[src/rtl/seg_decode_pkg.sv]
// Shared definitions for the seven-segment readback decoder:
// the segment pattern table, FSM state encoding and a BCD-to-binary helper.
package seg_decode_pkg;

    localparam int SEG_W      = 9;
    localparam int N_PATTERNS = 16;

    // Entry i is the pattern for hex digit i (bit0=a .. bit6=g, bits 8:7 zero).
    localparam logic [N_PATTERNS-1:0][SEG_W-1:0] SEG_TABLE = {
        9'h071, 9'h079, 9'h05e, 9'h039, 9'h07c, 9'h077, 9'h06f, 9'h07f,
        9'h007, 9'h07d, 9'h06d, 9'h066, 9'h04f, 9'h05b, 9'h006, 9'h03f
    };

    typedef enum logic [1:0] {
        ST_ACQ   = 2'd0,
        ST_LOCK  = 2'd1,
        ST_FAULT = 2'd2
    } seg_state_e;

    function automatic logic [6:0] bcd_to_bin(input logic [3:0] tens,
                                              input logic [3:0] ones);
        return ({3'b000, tens} * 7'd10) + {3'b000, ones};
    endfunction

endpackage

[src/rtl/seg7_pattern_decode.sv]
// Combinational decode of one 9-bit segment pattern into a digit; legal only
// for an exact table match that decodes to a decimal digit (0..9).
module seg7_pattern_decode
    import seg_decode_pkg::*;
(
    input  logic [SEG_W-1:0] pattern_i,
    output logic             legal_o,
    output logic [3:0]       digit_o
);

    logic matched;

    // NOTE: every signal written in always_comb gets a default first, so no path leaves it unassigned and no latch is inferred.
    always_comb begin
        matched = 1'b0;
        digit_o = 4'd0;
        for (int i = 0; i < N_PATTERNS; i++) begin
            if (pattern_i == SEG_TABLE[i]) begin
                matched = 1'b1;
                digit_o = 4'(i);
            end
        end
    end

    assign legal_o = matched && (digit_o <= 4'd9);

endmodule

[src/rtl/seg_display_decoder.sv]
// Reads back a two-digit countdown display: filters unsettled patterns, checks
// countdown order, flags errors. Define SEG_ERR_CNT_EN to build the error counter.
module seg_display_decoder
    import seg_decode_pkg::*;
#(
    parameter int STABLE_CYCLES = 4,
    parameter int RELOAD        = 24
) (
    input  logic             clk,
    input  logic             rst,
    input  logic [SEG_W-1:0] seg_in_1,
    input  logic [SEG_W-1:0] seg_in_2,
    output logic [3:0]       digit_tens,
    output logic [3:0]       digit_ones,
    output logic [6:0]       value,
    output logic             valid,
    output logic             step,
    output logic             wrap,
    output logic             err,
    output logic [7:0]       err_cnt
);

    localparam int               CNT_W      = $clog2(STABLE_CYCLES + 1);
    localparam logic [CNT_W-1:0] STABLE_MAX = CNT_W'(STABLE_CYCLES);
    localparam logic [CNT_W-1:0] CNT_ONE    = CNT_W'(1);
    localparam logic [6:0]       RELOAD_V   = 7'(RELOAD);

    logic [2*SEG_W-1:0] sample_q;
    logic [2*SEG_W-1:0] sample_d;
    logic [CNT_W-1:0]   stab_q;
    logic [CNT_W-1:0]   stab_d;
    logic               settle;

    logic               tens_legal;
    logic               ones_legal;
    logic [3:0]         new_tens;
    logic [3:0]         new_ones;
    logic               both_legal;
    logic [6:0]         new_value;
    logic [6:0]         value_dec;

    seg_state_e         state_q;
    logic [3:0]         digit_tens_q;
    logic [3:0]         digit_ones_q;
    logic [6:0]         value_q;
    logic               valid_q;
    logic               step_q;
    logic               wrap_q;
    logic               err_q;

    assign sample_d = {seg_in_1, seg_in_2};

    // Compare the live input against the last sample so a settle lands on the
    // same edge that completes the required run of identical samples.
    always_comb begin
        stab_d = '0;
        if (sample_d == sample_q) begin
            stab_d = (stab_q == STABLE_MAX) ? stab_q : stab_q + CNT_ONE;
        end
    end

    assign settle = (stab_d == STABLE_MAX) && (stab_q != STABLE_MAX);

    // NOTE: sequential state uses non-blocking assignments so every register samples pre-edge values regardless of statement order.
    always_ff @(posedge clk) begin
        if (!rst) begin
            sample_q <= '0;
            stab_q   <= '0;
        end else begin
            sample_q <= sample_d;
            stab_q   <= stab_d;
        end
    end

    seg7_pattern_decode u_dec_tens (
        .pattern_i (sample_q[2*SEG_W-1:SEG_W]),
        .legal_o   (tens_legal),
        .digit_o   (new_tens)
    );

    seg7_pattern_decode u_dec_ones (
        .pattern_i (sample_q[SEG_W-1:0]),
        .legal_o   (ones_legal),
        .digit_o   (new_ones)
    );

    assign both_legal = tens_legal && ones_legal;
    assign new_value  = bcd_to_bin(new_tens, new_ones);
    assign value_dec  = value_q - 7'd1;

    always_ff @(posedge clk) begin
        if (!rst) begin
            state_q      <= ST_ACQ;
            digit_tens_q <= 4'd0;
            digit_ones_q <= 4'd0;
            value_q      <= 7'd0;
            valid_q      <= 1'b0;
            step_q       <= 1'b0;
            wrap_q       <= 1'b0;
            err_q        <= 1'b0;
        end else begin
            step_q <= 1'b0;
            wrap_q <= 1'b0;
            err_q  <= 1'b0;
            if (settle) begin
                case (state_q)
                    ST_ACQ, ST_FAULT: begin
                        if (both_legal) begin
                            digit_tens_q <= new_tens;
                            digit_ones_q <= new_ones;
                            value_q      <= new_value;
                            valid_q      <= 1'b1;
                            state_q      <= ST_LOCK;
                        end else begin
                            err_q <= 1'b1;
                        end
                    end
                    ST_LOCK: begin
                        if (!both_legal) begin
                            err_q   <= 1'b1;
                            valid_q <= 1'b0;
                            state_q <= ST_FAULT;
                        end else if ((value_q != 7'd0) && (new_value == value_dec)) begin
                            step_q       <= 1'b1;
                            digit_tens_q <= new_tens;
                            digit_ones_q <= new_ones;
                            value_q      <= new_value;
                        end else if ((value_q == 7'd0) && (new_value == RELOAD_V)) begin
                            wrap_q       <= 1'b1;
                            digit_tens_q <= new_tens;
                            digit_ones_q <= new_ones;
                            value_q      <= new_value;
                        end else if (new_value != value_q) begin
                            // Out of sequence: flag it but follow the display (resync).
                            err_q        <= 1'b1;
                            digit_tens_q <= new_tens;
                            digit_ones_q <= new_ones;
                            value_q      <= new_value;
                        end
                    end
                    default: begin
                        state_q <= ST_ACQ;
                        valid_q <= 1'b0;
                    end
                endcase
            end
        end
    end

`ifdef SEG_ERR_CNT_EN
    logic [7:0] err_cnt_q;

    always_ff @(posedge clk) begin
        if (!rst) begin
            err_cnt_q <= 8'd0;
        end else if (err_q && (err_cnt_q != 8'hff)) begin
            err_cnt_q <= err_cnt_q + 8'd1;
        end
    end

    assign err_cnt = err_cnt_q;
`else
    assign err_cnt = 8'd0;
`endif

    assign digit_tens = digit_tens_q;
    assign digit_ones = digit_ones_q;
    assign value      = value_q;
    assign valid      = valid_q;
    assign step       = step_q;
    assign wrap       = wrap_q;
    assign err        = err_q;

endmodule

[config.mk]
export PLATFORM = sky130hd
export DESIGN_NAME = seg_display_decoder
export DESIGN_NICKNAME = d
export VERILOG_FILES = /design/src/rtl/seg_decode_pkg.sv /design/src/rtl/seg7_pattern_decode.sv /design/src/rtl/seg_display_decoder.sv
export SDC_FILE = /design/constraint.sdc
export NUM_CORES = 1
export LEC_CHECK = 0
export ABC_AREA = 1
export CAP_MARGIN = 0
export CORE_MARGIN = 2
export CORE_UTILIZATION = 50
export DETAILED_ROUTE_END_ITERATION = 12
export PLACE_DENSITY = 0.77
export SKIP_LAST_GASP = 1
export SYNTH_ARGS = -nofsm -noshare
export SYNTH_HDL_FRONTEND = slang
export SYNTH_SLANG_ARGS = --single-unit
export TNS_END_PERCENT = 30
[constraint.sdc]
create_clock -name clk -period 3.3 [get_ports clk]
set_input_delay 0.825 -clock clk [delete_from_list [all_inputs] [get_ports clk]]
set_output_delay 0.825 -clock clk [all_outputs]
set_load 0.03 [all_outputs]
# == Word level (Yosys, flattened, before mapping) ==
# Index checks and enable logic that the tools add are counted.
# word_totals
ff_bits,42
inputBits,20
out_inout_bits,27
word_cells,177
# op_classes
addsub,3
n_mul,1
n_lt_le_gt_ge,2
n_eq_ne,45
mux,96
n_bitwise,4
n_reduce_logical,16
# ops
cell,n
9-bit by 7-bit equality test with 1-bit output (second input constant),24
4-bit two-way mux,26
1-bit two-way mux,43
9-bit by 3-bit equality test with 1-bit output (second input constant),4
9-bit by 6-bit equality test with 1-bit output (second input constant),4
7-bit two-way mux,5
3-bit two-way mux,10
18-bit equality test,1
4-bit one-hot mux with 2 select lines,2
7-bit one-hot mux with 2 select lines,1
2-bit two-way mux,6
4-bit <= comparator (second input constant),2
7-bit by 4-bit adder with 7-bit output,1
7-bit by 5-bit equality test with 1-bit output (second input constant),1
7-bit equality test,1
7-bit logical NOT,1
7-bit inequality test,1
7-bit nonzero test,1
7-bit by 1-bit subtractor with 7-bit output (second input constant),1
3-bit equality test (second input constant),2
1-bit logical AND,6
4-bit by 3-bit multiplier with 6-bit output (second input constant),1
2-bit inequality test (second input constant),3
5-bit AND reduction,1
15 further kinds,19

# == Depth between registers and ports, before layout ==
# Gate-level depths: netlist (run 1).
# depth
depth_word,24
mapped_depth,30
depth_no_buf,29

# == Hierarchy ==
# From an unflattened synthesis (run 1), not the netlist that was laid out.
# unflattened
hier_cells,543
area_unflattened_um2,3203.1
# by_module_without_submodules
mod,instances,cells_per_inst,area_per_inst_um2,seq_area_each_um2
seg_display_decoder,1,399,2522.4,800.8
seg7_pattern_decode,2,72,340.3,0.0

# == Least setup slack after synthesis (run 1) ==
# No wires, ideal clock.
# synth_timing
kind,register to register
startpoint,register sample_q[17]
endpoint,register digit_ones_q[0] (netlist: digit_ones[0])
setup_ns,0.111
t_arrival_ns,3.331
t_required_ns,3.189
path_slack_ns,-0.142
path_stages_with_launch,30
n_path_buf,1
synth_period_minus_slack_ns,3.442
path_cell_list,dfxtp_1 -> inv_2 -> nand3_2 -> nor2_2 -> nand2_1 -> and3_1 -> o2111ai_1 -> nor3_1 -> inv_1 -> ha_1 -> ha_1 -> inv_1 -> fa_1 -> nor2_1 -> nand3_1 -> nand2_1 -> nand2_1 -> nand2_1 -> inv_1 -> nand3_2 -> nand2_2 -> nand2_2 -> nand2_2 -> nor2_4 -> nand3_4 -> nand2_4 -> inv_4 -> buf_12 -> nor2_4 -> nor2_2
# synth_via
elab_chain_len,24
word_cells_on_any_way,69
classes_between,add/sub: 1; mul: 1; order compare: 1; eq/ne: 24; mux: 36; reduce/logical: 6
# synth_rtl
item,line_no,text
from (decl),seg_display_decoder.sv:28,logic [2*SEG_W-1:0] sample_q;
from (signal assigned),seg_display_decoder.sv:70,sample_q <= sample_d;
9-bit by 3-bit equality test with 1-bit output,seg7_pattern_decode.sv:18,if (pattern_i == SEG_TABLE[i]) begin
1-bit two-way mux,seg7_pattern_decode.sv:18,
2-bit two-way mux (2 in a row),seg7_pattern_decode.sv:18,
3-bit two-way mux (4 in a row),seg7_pattern_decode.sv:18,
4-bit two-way mux (7 in a row),seg7_pattern_decode.sv:18,
4-bit two-way mux *,seg7_pattern_decode.sv:18,
via new_tens[0],seg_display_decoder.sv:36,logic [3:0] new_tens;
4-bit by 3-bit multiplier with 6-bit output,seg_decode_pkg.sv:22,"return ({3'b000, tens} * 7'd10) + {3'b000, ones};"
7-bit by 4-bit adder with 7-bit output,seg_decode_pkg.sv:22,
7-bit by 5-bit equality test with 1-bit output,seg_display_decoder.sv:128,end else if ((value_q == 7'd0) && (new_value == RELOAD_V)) begin
1-bit logical AND,seg_display_decoder.sv:128,
4-bit two-way mux,seg_display_decoder.sv:128,
4-bit two-way mux,seg_display_decoder.sv:123,end else if ((value_q != 7'd0) && (new_value == value_dec)) begin
4-bit two-way mux,seg_display_decoder.sv:119,if (!both_legal) begin
4-bit one-hot mux with 2 select lines,seg_display_decoder.sv:106,case (state_q)
to (signal assigned),seg_display_decoder.sv:110,digit_ones_q <= new_ones;
to (signal assigned),seg_display_decoder.sv:126,digit_ones_q <= new_ones;
to (signal assigned),seg_display_decoder.sv:131,digit_ones_q <= new_ones;
to (decl),seg_display_decoder.sv:44,logic [3:0] digit_ones_q;
# The timed path passes the listed nets; every way through them passes the cells marked *. The select of a mux whose other input is x is not followed.
# A chain may end at the register's enable or synchronous reset.

# == Worst setup path in the final report (run 1) ==
# layout_timing
startpoint,register sample_q[10]
endpoint,register value_q[3] (netlist: value[3])
# layout_via
elab_chain_len,24
word_cells_on_any_way,71
classes_between,add/sub: 1; mul: 1; order compare: 1; eq/ne: 24; mux: 38; reduce/logical: 6
# layout_rtl
item,line_no,text
9-bit by 3-bit equality test with 1-bit output,seg7_pattern_decode.sv:18,
1-bit two-way mux,seg7_pattern_decode.sv:18,
2-bit two-way mux (2 in a row),seg7_pattern_decode.sv:18,
3-bit two-way mux (4 in a row),seg7_pattern_decode.sv:18,
4-bit two-way mux (7 in a row),seg7_pattern_decode.sv:18,
4-bit two-way mux *,seg7_pattern_decode.sv:18,
via new_tens[0],seg_display_decoder.sv:36,
4-bit by 3-bit multiplier with 6-bit output,seg_decode_pkg.sv:22,
7-bit by 4-bit adder with 7-bit output,seg_decode_pkg.sv:22,
7-bit by 5-bit equality test with 1-bit output,seg_display_decoder.sv:128,
1-bit logical AND,seg_display_decoder.sv:128,
7-bit two-way mux,seg_display_decoder.sv:128,
7-bit two-way mux,seg_display_decoder.sv:123,
7-bit two-way mux,seg_display_decoder.sv:119,
7-bit one-hot mux with 2 select lines,seg_display_decoder.sv:106,
to (signal assigned),seg_display_decoder.sv:111,value_q <= new_value;
to (signal assigned),seg_display_decoder.sv:127,value_q <= new_value;
to (signal assigned),seg_display_decoder.sv:132,value_q <= new_value;
to (decl),seg_display_decoder.sv:45,logic [6:0] value_q;
# Marks and branches as above.

==> results by group, run 1 <==
Placed design
  – Port bufs: 38
  – Post-DP HPWL: approximately 6600 um
  – Post-Place Cells: ~700
  – Placement Setup Slack: -0.323 ns
  – Gp weighted congestion: 0.918

Synthesis
  – Adder-cell area share of the yosys netlist: 4.87%
  – Seq cells post-synth: 41
  – Yosys Warn Count: 0
  – Largest family of logic cells by synthesized area: simple AND/OR/NAND/NOR gates
  – Xor and xnor area share after synthesis: between 5 and 6%
  – Syn_area_per_cell: 6.53 um2
  – Synth Area in Compound Gates: under 10%
  – Mapped Cells: 519
  – Synthesized cell area: between 3000 and 4000 um2
  – Register area share after synthesis: about a quarter
  – EDFF count, synth: 0
  – Cell variety after synth: 41
  – Synth Area in Simple Gates: 47.5%
  – Primary FF master, synth: dfxtp_1
  – Ys async rst share: 0%
  – Mux cell area share after synthesis: 0%

Timing
  – Final worst slack: -0.363 ns
  – Hold_ws: 0.500 ns
  – Period utilization: 111%
  – Min cycle time layout: between 3 and 4 ns
  – RSZ-0062 raised after global routing: true
  – Highest Clock Rate: 0.273 GHz
  – Endpoints failing setup: 17
  – Slew Limit Fails: 0
  – Final Skew: 0.00578 ns
  – Setup TNS: -5.32 ns
  – Final Hold Vio Count: 0

Setup path
  – Critical path fanouts, max: 6
  – Critical path data required time: 3.50 ns
  – Most frequent CP cell: nand2_2
  – Worst-path cell with the longest stage delay: fa_2
  – R2R Path Start: sample_q[10]
  – End of the worst register-to-register path: value[3]
  – Critical Path Source: sample_q[10]
  – Worst R2R Setup Slack: -0.36 ns
  – Critical Path Sink: value[3]
  – CP arrival: 3.87 ns
  – Crit path depth: 28
  – Critical Path Start Type: register
  – CP endpoint kind: register
  – FF-to-FF path depth: 28
  – WP buf/inv: 4
  – Crit path max-delay family: simple AND/OR/NAND/NOR gates
  – Worst Setup Path Type: reg -> reg
  – Max incr delay on CP: ~0.48 ns

Floorplanning
  – Starting Density: between 50 and 60%
  – Die ar.: 7460 um2
  – Die W: 86.4 um
  – Core box area: 6680 um2
  – I/O pins: 47
  – Num rows: 30
  – Die H: 86.4 um

Global routing
  – Gr ovfl total: 0
  – Antenna violations before repair: 0
  – Largest net degree at the start of global routing: 37
  – First-pass GRT wire length: 14800 um
  – Number of global-route vias before repair: between 3000 and 4000
  – GRT Total Usage: 24.6%

Clock network
  – # clock sinks: 41
  – CTS buffer count: 5
  – H-Tree Depth: 2
  – CTS Hold Buffers Added: 0
  – CTS tree: done
  – Root Driver: clkbuf_8
  – CTS max path bufs: 2
  – Clock Latency Late Sink: approximately 0.30 ns
  – Worst-path clk slew: 0.08 ns

Power and ir drop
  – Comb pwr share: 16.6%
  – Pwr dens: 229 nW/um2
  – Sw Pwr: 0.000302 W
  – Leakage: 2.36 nW
  – Clock Power Share: 35.3%
  – Sw Ratio: 27.9%
  – Seq pwr share: 48.1%
  – Max IR drop VDD: 0.000209 V
  – P_int: 0.000781 W
  – Total power: around 0.0011 W

Status
  – Violated checks: setup timing
  – Status: finished, violations left

Route
  – DR iter-0 viols: 200
  – Routed wire length: 9170 um
  – Routed vias: approximately 3600
  – DRC: 0
  – Routed wire per std cell: 12.8 um
  – Final ANT Viol Nets: 0
  – Pre-antenna DRT Iters: 5
  – Vias/cell: between 4 and 5

Finish
  – N_diodes: 0
  – Commonest non-fill, non-tap cells in the layout: nand2_1 (113), inv_1 (83), buf_4 (75), nor2_1 (46)
  – Final Net Count: 666
  – Syn-to-layout area delta: 39.3%
  – Layout cell share with drive strength beyond 1: 32.1%
  – Final non-filler cell total: 715
  – Most common cell after layout, fill and taps aside: nand2_1

Flow run
  – # Max-Cap Violations: 0

Hold path
  – HP Class: reg -> reg
  – Min-delay src: state_q[1]
  – Min-Delay Path Depth: 2
power groups by stage:
stage,Combinational [W],Clock [W],Sequential (W)
2_1_floorplan,0.0000979,0,0.000532
3_3_place_gp,0.000167,0,0.000531
3_5_place_dp,0.000170,0,0.000532
4_1_cts,0.000173,0.000390,0.000521
5_1_grt,0.000199,0.000408,0.000523
6_report,0.000180,0.000383,0.000521
area by class of cell:
| class | instances | area [um2] |
|---|---|---|
| Multi-Input combinational cell | 368 | 2280 |
| Fill cell | 530 | 1960 |
| Clock buffer | 7 | 96.3 |
| Sequential cell | 41 | 855 |
| Tap cell | 80 | 100 |
| Timing Repair Buffer | 117 | 988 |
| Inverter | 101 | 394 |
| Clock inverter | 1 | 8.76 |
sequential cells by signal (all words and copies together), names as in the netlist:
signal,flops
digit_ones,4
digit_tens,4
err,1
sample_q,18
stab_q,3
state_q,2
step,1
valid,1
value,6
wrap,1
cells by family after synthesis:
kind of cell | count (synthesis)
fa+ha+maj | 12
simple gates | 309
other cells | 1
buf+inv | 117
xor+xnor | 20
compound gates | 19
flops | 41
per-layer routing:
metal	up-vias	global-route usage, %	routed length (um)
met5	-	0	0
met4	0	8.10	297
met3	25	3.52	357
met2	100	45.2	4680
met1	1618	29.1	3830
li1	1810	-	-
cells in the mapped netlist (2+ instances only):
master    instances  area share (%)
dfxtp_1          41              24
fa_1              2             1.2
nor2_1           53             5.9
o21ai_1           3            0.44
inv_1            86             9.5
nand4_1          12             2.2
nor3_2            4             1.2
inv_2            13             1.4
a211oi_1          2            0.44
nand3_1          42             6.2
o21ai_0           4            0.59
nor2_2           14             2.6
xnor2_1           8             2.1
nor3_1           14             2.1
nand3_4           2             1.0
nand3_2           4             1.2
nor2_4           17             5.6
a21oi_1           7             1.0
nor4_1            2            0.37
ha_1             10             3.7
or2_0             2            0.37
nand2_2          12             2.2
nand2_1         121              13
buf_4            10             2.2
clkbuf_1          4            0.44
nand2_4           3             1.0
xor2_1           12             3.1
nand3b_1          2            0.44
worst min path at each step:
stage,to,slack (ns)
4_1_cts,state_q[1],0.49
3_5_place_dp,state_q[1],0.48
2_1_floorplan,state_q[1],0.45
6_report,state_q[1],0.50
5_1_grt,state_q[1],0.51
3_3_place_gp,state_q[1],0.47
through the flow:
step	area (um2)	utilization (%)
floorplan	3460	-
global placement	4330	64.9
detailed placement	4330	64.9
CTS	4550	68.1
global route	4720	70.7
finish	4720	70.7
repair_timing:
action	CTS	global route
setup endpoints to repair	17	17
pin swaps	18	28
resized for setup	19	32
setup buffers	4	7
tightest hold or removal path, stage by stage (launching register included):
cell	delay (ns)
dfxtp_1	0.34
nand2_1	0.07
a21oi_1	0.05
No activity file was read; power rests on OpenSTA's default activity.
==> run 2: changes to the inputs <==
--- a/config.mk
+++ b/config.mk
@@ -9,6 +9,7 @@
 export CAP_MARGIN = 0
 export CORE_MARGIN = 2
 export CORE_UTILIZATION = 50
+export CTS_CLUSTER_SIZE = 10
 export DETAILED_ROUTE_END_ITERATION = 12
 export PLACE_DENSITY = 0.77
 export SKIP_LAST_GASP = 1
==> results of run 2 <==
Final layout, timing and power as in run 1 (identical DEF).
